### src/rtl/rst_seq_pkg.sv
// Shared types and helpers for the reset sequencer.
package rst_seq_pkg;

  typedef enum logic {
    HOLD = 1'b0,
    RUN  = 1'b1
  } rst_state_t;

  // Width of a counter that must hold the values 0 .. hold_cycles.
  function automatic int hold_cnt_w(input int hold_cycles);
    int w;
    w = $clog2(hold_cycles + 1);
    if (w < 1) w = 1;
    return w;
  endfunction

endpackage : rst_seq_pkg

### src/rtl/rst_sequencer_sva.sv
// Pure checker for the reset sequencer outputs. It is only instantiated by
// rst_sequencer when RST_SEQ_SVA_EN is defined.
module rst_sequencer_sva #(
  parameter int HOLD_CYCLES = 3
) (
  input logic clk,
  input logic rst,
  input logic req,
  input logic rst_out,
  input logic rst_done
);

  // Once released, reset stays low on every following cycle until a request
  // is sampled; each step re-enters the property one cycle later.
  property p_stay_low;
    !req |=> (!rst_out and p_stay_low);
  endproperty

  a_stay_low: assert property (@(posedge clk) disable iff (rst)
    $fell(rst_out) |-> p_stay_low)
    $info("%t: a_stay_low pass", $time);
    else $error("%t: a_stay_low violated", $time);

  a_done_on_fall: assert property (@(posedge clk) disable iff (rst)
    rst_done |-> $fell(rst_out))
    $info("%t: a_done_on_fall pass", $time);
    else $error("%t: a_done_on_fall violated", $time);

  a_done_single: assert property (@(posedge clk) disable iff (rst)
    rst_done |=> !rst_done)
    $info("%t: a_done_single pass", $time);
    else $error("%t: a_done_single violated", $time);

  a_min_hold: assert property (@(posedge clk) disable iff (rst)
    $rose(rst_out) |-> rst_out [*HOLD_CYCLES])
    $info("%t: a_min_hold pass", $time);
    else $error("%t: a_min_hold violated", $time);

endmodule : rst_sequencer_sva

### src/rtl/rst_sequencer.sv
// Reset sequencer: stretches raw reset and software reset requests into a
// clean, fixed-length synchronous reset for downstream logic, pulses
// rst_done on release and counts completed sequences (saturating).
// Optional macro RST_SEQ_SVA_EN instantiates the rst_sequencer_sva checker.
//
// Handshake note: there is no valid/ready pairing here; req is a plain level
// sampled every rising edge, and every output is taken straight from a flop.
module rst_sequencer
  import rst_seq_pkg::*;
#(
  parameter int HOLD_CYCLES = 3,
  parameter int CNT_W       = 8
) (
  input  logic             clk,
  input  logic             rst,
  input  logic             req,
  output logic             rst_out,
  output logic             rst_done,
  output logic             busy,
  output logic [CNT_W-1:0] rst_count,
  output rst_state_t       state_dbg_o
);

  localparam int HC_W = hold_cnt_w(HOLD_CYCLES);
  localparam logic [HC_W-1:0] HC_LAST = HC_W'(HOLD_CYCLES - 1);

  generate
    if (HOLD_CYCLES < 1) begin : g_bad_hold
      $error("rst_sequencer: HOLD_CYCLES must be >= 1");
    end
  endgenerate

  rst_state_t       state_q, state_d;
  logic [HC_W-1:0]  hcnt_q, hcnt_d;
  logic             done_q, done_d;
  logic [CNT_W-1:0] cnt_q, cnt_d;

  // State, hold counter, release pulse and sequence counter registers.
  always_ff @(posedge clk) begin
    if (rst) begin
      state_q <= HOLD;
      hcnt_q  <= '0;
      done_q  <= 1'b0;
      cnt_q   <= '0;
    end else begin
      state_q <= state_d;
      hcnt_q  <= hcnt_d;
      done_q  <= done_d;
      cnt_q   <= cnt_d;
    end
  end

  // Next-state logic: a request restarts the hold, otherwise HOLD counts up
  // and releases on its last cycle.
  always_comb begin
    state_d = state_q;
    hcnt_d  = hcnt_q;
    done_d  = 1'b0;
    cnt_d   = cnt_q;
    unique case (state_q)
      HOLD: begin
        if (req) begin
          hcnt_d = '0;
        end else if (hcnt_q == HC_LAST) begin
          state_d = RUN;
          hcnt_d  = '0;
          done_d  = 1'b1;
          if (cnt_q != {CNT_W{1'b1}}) cnt_d = cnt_q + 1'b1;
        end else begin
          hcnt_d = hcnt_q + 1'b1;
        end
      end
      RUN: begin
        if (req) begin
          state_d = HOLD;
          hcnt_d  = '0;
        end
      end
      default: begin
        state_d = HOLD;
        hcnt_d  = '0;
      end
    endcase
  end

  assign rst_out     = (state_q == HOLD);
  assign busy        = (state_q == HOLD);
  assign rst_done    = done_q;
  assign rst_count   = cnt_q;
  assign state_dbg_o = state_q;

`ifdef RST_SEQ_SVA_EN
  rst_sequencer_sva #(
    .HOLD_CYCLES(HOLD_CYCLES)
  ) u_sva (
    .clk     (clk),
    .rst     (rst),
    .req     (req),
    .rst_out (rst_out),
    .rst_done(rst_done)
  );
`else
`endif

endmodule : rst_sequencer
### config.mk
export PLATFORM = sky130hd
export DESIGN_NAME = rst_sequencer
export DESIGN_NICKNAME = d
export VERILOG_FILES = /design/src/rtl/rst_seq_pkg.sv /design/src/rtl/rst_sequencer_sva.sv /design/src/rtl/rst_sequencer.sv
export SDC_FILE = /design/constraint.sdc
export NUM_CORES = 1
export LEC_CHECK = 0
export BUFFER_PORTS_ARGS = -buffer_cell sky130_fd_sc_hd__buf_2
export CELL_PAD_IN_SITES_DETAIL_PLACEMENT = 1
export CELL_PAD_IN_SITES_GLOBAL_PLACEMENT = 2
export CORE_MARGIN = 3
export CORE_UTILIZATION = 28
export CTS_CLUSTER_DIAMETER = 100
export CTS_CLUSTER_SIZE = 16
export DETAILED_ROUTE_END_ITERATION = 12
export GPL_TIMING_DRIVEN = 0
export PLACE_DENSITY_LB_ADDON = 0.2
export SYNTH_ARGS = -nofsm -noshare
export SYNTH_HDL_FRONTEND = slang
export SYNTH_SLANG_ARGS = --single-unit
### constraint.sdc
create_clock -name clk -period 1.55 [get_ports clk]
set_input_delay 0.2325 -clock clk [delete_from_list [all_inputs] [get_ports clk]]
set_output_delay 0.2325 -clock clk [all_outputs]
set_load 0.1 [all_outputs]
* After elaboration in Yosys (flattened, before gate mapping)
Cells that the tools add are included.
W data, S select, Z words.
** Storage, ports and cells
- Latch bits :: 0
- Memory bits (read-only) :: 0
- Flip-flop bits (word level) :: 12
- Bits in writable memories :: 0
- Memories kept :: 0
- Word-level logic and storage cells :: 21
** Operators by class
- Order comparisons :: 0
- Multiplexer cells :: 8
- Bitwise gates (word level) :: 2
- Div/mod/pow operators :: 0
- Shift operators :: 0
- $mul :: 0
- Equality and inequality tests :: 3
- $add $sub $neg :: 2
- Reduce and logical (&&, ||, !) cells :: 2
** Operators with widths (count)
- $add A8 B1 Y8 const B :: 1
- $ne A8 B8 Y1 const B :: 1
- $mux W2 :: 3
- $pmux W2 S2 :: 1
- $reduce_and A4 Y1 :: 1
- $mux W1 :: 3
- $add A2 B1 Y2 const B :: 1
- $eq A2 B2 Y1 const B :: 1
- $ne A2 B2 Y1 const B :: 1
- $not A1 Y1 :: 2
- $pmux W1 S2 :: 1
- $reduce_or A2 Y1 :: 1

* Logic depth before layout (Yosys ltp)
- Depth after elaboration :: 4
- Mapped depth :: 5
- Gate-level depth less buffers :: 5

* Worst setup path after synthesis
No wires, ideal clock.
- Path kind :: flip-flop to output port
- From :: reg state_q, in the netlist state_dbg_o
- To :: out rst_out
- Data required time :: 1.317 ns
- Buffers on the path :: 1
- Path slack :: -0.954 ns
- Arrival :: 2.272 ns
- Stages on the path, launching flop included :: 3
- Cells stage by stage :: dfxtp_1 -> inv_1 -> buf_4
** Between the ends
- Cells in the longest elaborated chain, start to end :: 1
** Ends and longest elaborated chain
- start: declaration :: line rst_sequencer.sv:33 : rst_state_t state_q, state_d;
- start signal: assignment :: line rst_sequencer.sv:46 : state_q <= state_d;
- $not A1 Y1 (no source line)
- end: declaration :: line rst_sequencer.sv:17 : output logic rst_out,
No other way between the ends.

* Worst setup path after layout
Ends and elaborated chain as after synthesis.

==> metrics.md <==
| Metric | Value |
|---|---|
| Status | completed |
| Leak Pwr | 0.000329 uW |
| Post-synth EDFFs | 0 |
| Post-synthesis sequential area ratio | 44.4% |
| Synthesized area per cell | 9.65 sq um |
| Final net count | 81 |
| Post-Syn Nets | 60 |
| Register clock-pin slew on the reported worst setup and hold paths | 0.08 ns |
| Detail Route Antenna Nets | 0 |
| Worst Skew | 0.00297 ns |
| Placer congestion estimate | 0.655 |
| Vias/cell | 4.63 |
| Initial drt markers | 0 |
| Slew HR | 67.4% |
| Area leader, netlist | dfxtp_1 |
| Total track usage | 11.3% |
| Setup crit end kind | output port |
| TritonCTS clock tree | built |
| Fin Setup TNS | 0 ns |
| Post-Route WL | 1150 microns |
| DR pass1 iterations | 1 |
| Global-route wire length before repair | 2060 microns |
| I/O pin cnt | 15 |
| Hold WC Path Type | in -> reg |
| Pwr/cell area | 810 mW/mm^2 |
| Vias in the first global route | 465 |
| Setup CP Type | reg -> out |
| Core area | 0.00178 sq mm |
| Max clock buf depth | 2 |
| Ys Warns | 0 |
| Slew Viols, Final | 0 |
| Clk_lat worst skew | 0.27 ns |
| Fraction of power consumed by sequential logic | 51.0% |
| #FFs+latches synth | 12 |
| Startpoint types | register |
| CP arrival | 1.22 ns |
| Site Rows | 15 |
| Most common library cells after synthesis | dfxtp_1 (12), nor2_1 (7), xor2_1 (5) |
| Mapped Cells | 56 |
| Top cell type's share of synthesized area | 44.4% |
| Required time worst endpoint | 1.32 ns |
| Worst VDD drop | 0.000346 V |
| Drt drc | 0 |
| Storage element area | 272 sq um |
| Net switching power | 141 uW |
| Fill count | 216 |
| Max Freq | 0.689 GHz |
| Fin crit share | 93.6% |
| # port buffers | 14 |
| Top_reg_cell synth | dfxtp_1 |
| Routed WL per cell | 11.4 microns |
| Worst-Margin Slew | 0.493 ns |
| CTS root buf | clkbuf_4 |
| Cell internal pwr | 452 uW |
| TritonCTS Sinks | 12 |
| Largest net degree at the start of global routing | 11 |
| Die height | 49.9 microns |
| Setup Viol. Count Final | 0 |
| Initial antenna violation count | 0 |
| Post-Synthesis Cell Area | 541 sq um |
| Synth cell types | 25 |
| RSZ-0062 raised after global routing | false |
| Critical-path maximum fanout | 8 |
| Final HPWL DP | 864 microns |
| Synth async-reset ratio | 0% |
| H-tree Lvls | 1 |
| Area Growth Syn to Fin | 35.4% |
| Die ar. | 0.00249 sq mm |
| Antenna diodes | 0 |
| Top delay family on crit path | buffers and inverters |
| DIE WIDTH | 49.9 microns |
| Buf/Inv on CP | 3 |
| CP max stage delay | 0.41 ns |
| Top-count cell post-synth | dfxtp_1 |
| Vias | 468 |
| Gate power share | 6.1% |
| Critical-path top delay cell | buf_2 |
| Clk pwr share | 43.0% |
| Switch share | 23.8% |
| Share of layout cells above drive strength 1 | 43.4% |
| Gr ovfl total | 0 |
| Multi-input gate area | 278 sq um |
| CTS buffer count | 3 |
| Final Hold Viols | 0 |
| Initial Utilization | 30.3% |
| Fin crit period | 1.45 ns |
| Synth area leaders | dfxtp_1 (44%), xor2_1 (8.1%), nor2_1 (4.9%) |
| CP Cell Sequence | clkinvlp_4 -> buf_6 -> buf_2 |
| MaxCap Viol Count | 0 |
| Tot Pwr | 593 uW |
[layout make-up]
type | instances | area share (%)
tap | 25 | 4.27
buffer | 2 | 2.05
clock buffer | 4 | 4.96
timing repair buffer | 16 | 11.6
sequential | 12 | 37.1
inverter | 3 | 2.05
multi-input combinational | 39 | 37.9
[registers in the layout, indices dropped and copies added (netlist names)]
signal / count
rst_count: 8
hcnt_q: 2
rst_done: 1
state_dbg_o: 1
[placed cells by master (no fill, tap or decap), types with 2 or more instances in the layout]
cell	count
dfxtp_1	3
nor2_1	7
o21a_1	2
clkbuf_4	3
and2_1	2
nor3_1	4
buf_2	14
buf_4	2
xor2_1	5
o2111ai_1	2
a21oi_1	3
dfxtp_4	8
inv_1	2
[logic make-up (layout without fill, tap and decap cells)]
family	count (synthesis)	after routing	synth area share [%]
simple gates	20	20	22.7
compound gates	12	12	16.4
flops	12	12	44.4
xor+xnor	5	5	8.10
buf+inv	5	25	4.17
fa+ha+maj	1	1	2.31
mux	1	1	1.85
[power by group through the flow]
stage / Clock, uW / Combinational (uW) / Sequential (uW)
final: 255 / 36.1 / 302
after global placement: 0 / 35.2 / 310
after global routing: 285 / 39.9 / 303
after floorplan: 0 / 18.5 / 316
after CTS: 268 / 37.0 / 302
after detailed placement: 0 / 35.7 / 310
[timing repair]
action / 4_1_cts / 5_1_grt
gates resized for setup: 0 / 0
buffers inserted: 2 / 0
hold buffers: 0 / 0
endpoints found under the setup margin: 1 / 0
[worst paths after layout]
kind | slack [ns] | cells after the start | end | start
hold / removal | 0.14 | 2 | rst_done | rst
setup / recovery | 0.1 | 3 | rst_out | state_dbg_o
setup reg to reg | 0.14 | 5 | rst_count[1] | rst_count[0]
hold reg to reg | 0.49 | 1 | rst_count[6] | rst_count[6]
[per-layer routing]
layer  vias up  global-route usage [%]  routed length [microns]
li1        242                       -                        -
met1       213                    14.0                      549
met2         9                    17.0                      524
met3         4                    1.81                       49
met4         0                    9.68                       25
met5         -                       0                        0
[stage by stage]
step / instance area [sq um] / cells / setup slack, ns / hold slack (ns) / util (%)
after CTS: 732 / 101 / 0.0815 / 0.129 / 41.1
after global routing: 732 / 101 / 0.0124 / 0.131 / 41.1
after detailed placement: 681 / 95 / -0.0126 / 0.430 / 38.2
after global placement: 681 / 95 / 0.0106 / 0.429 / 38.2
final: 732 / 101 / 0.0995 / 0.137 / 41.1
after floorplan: 579 / 56 / -0.151 / 0.304 / -
No activity file was read; power rests on OpenSTA's default activity.
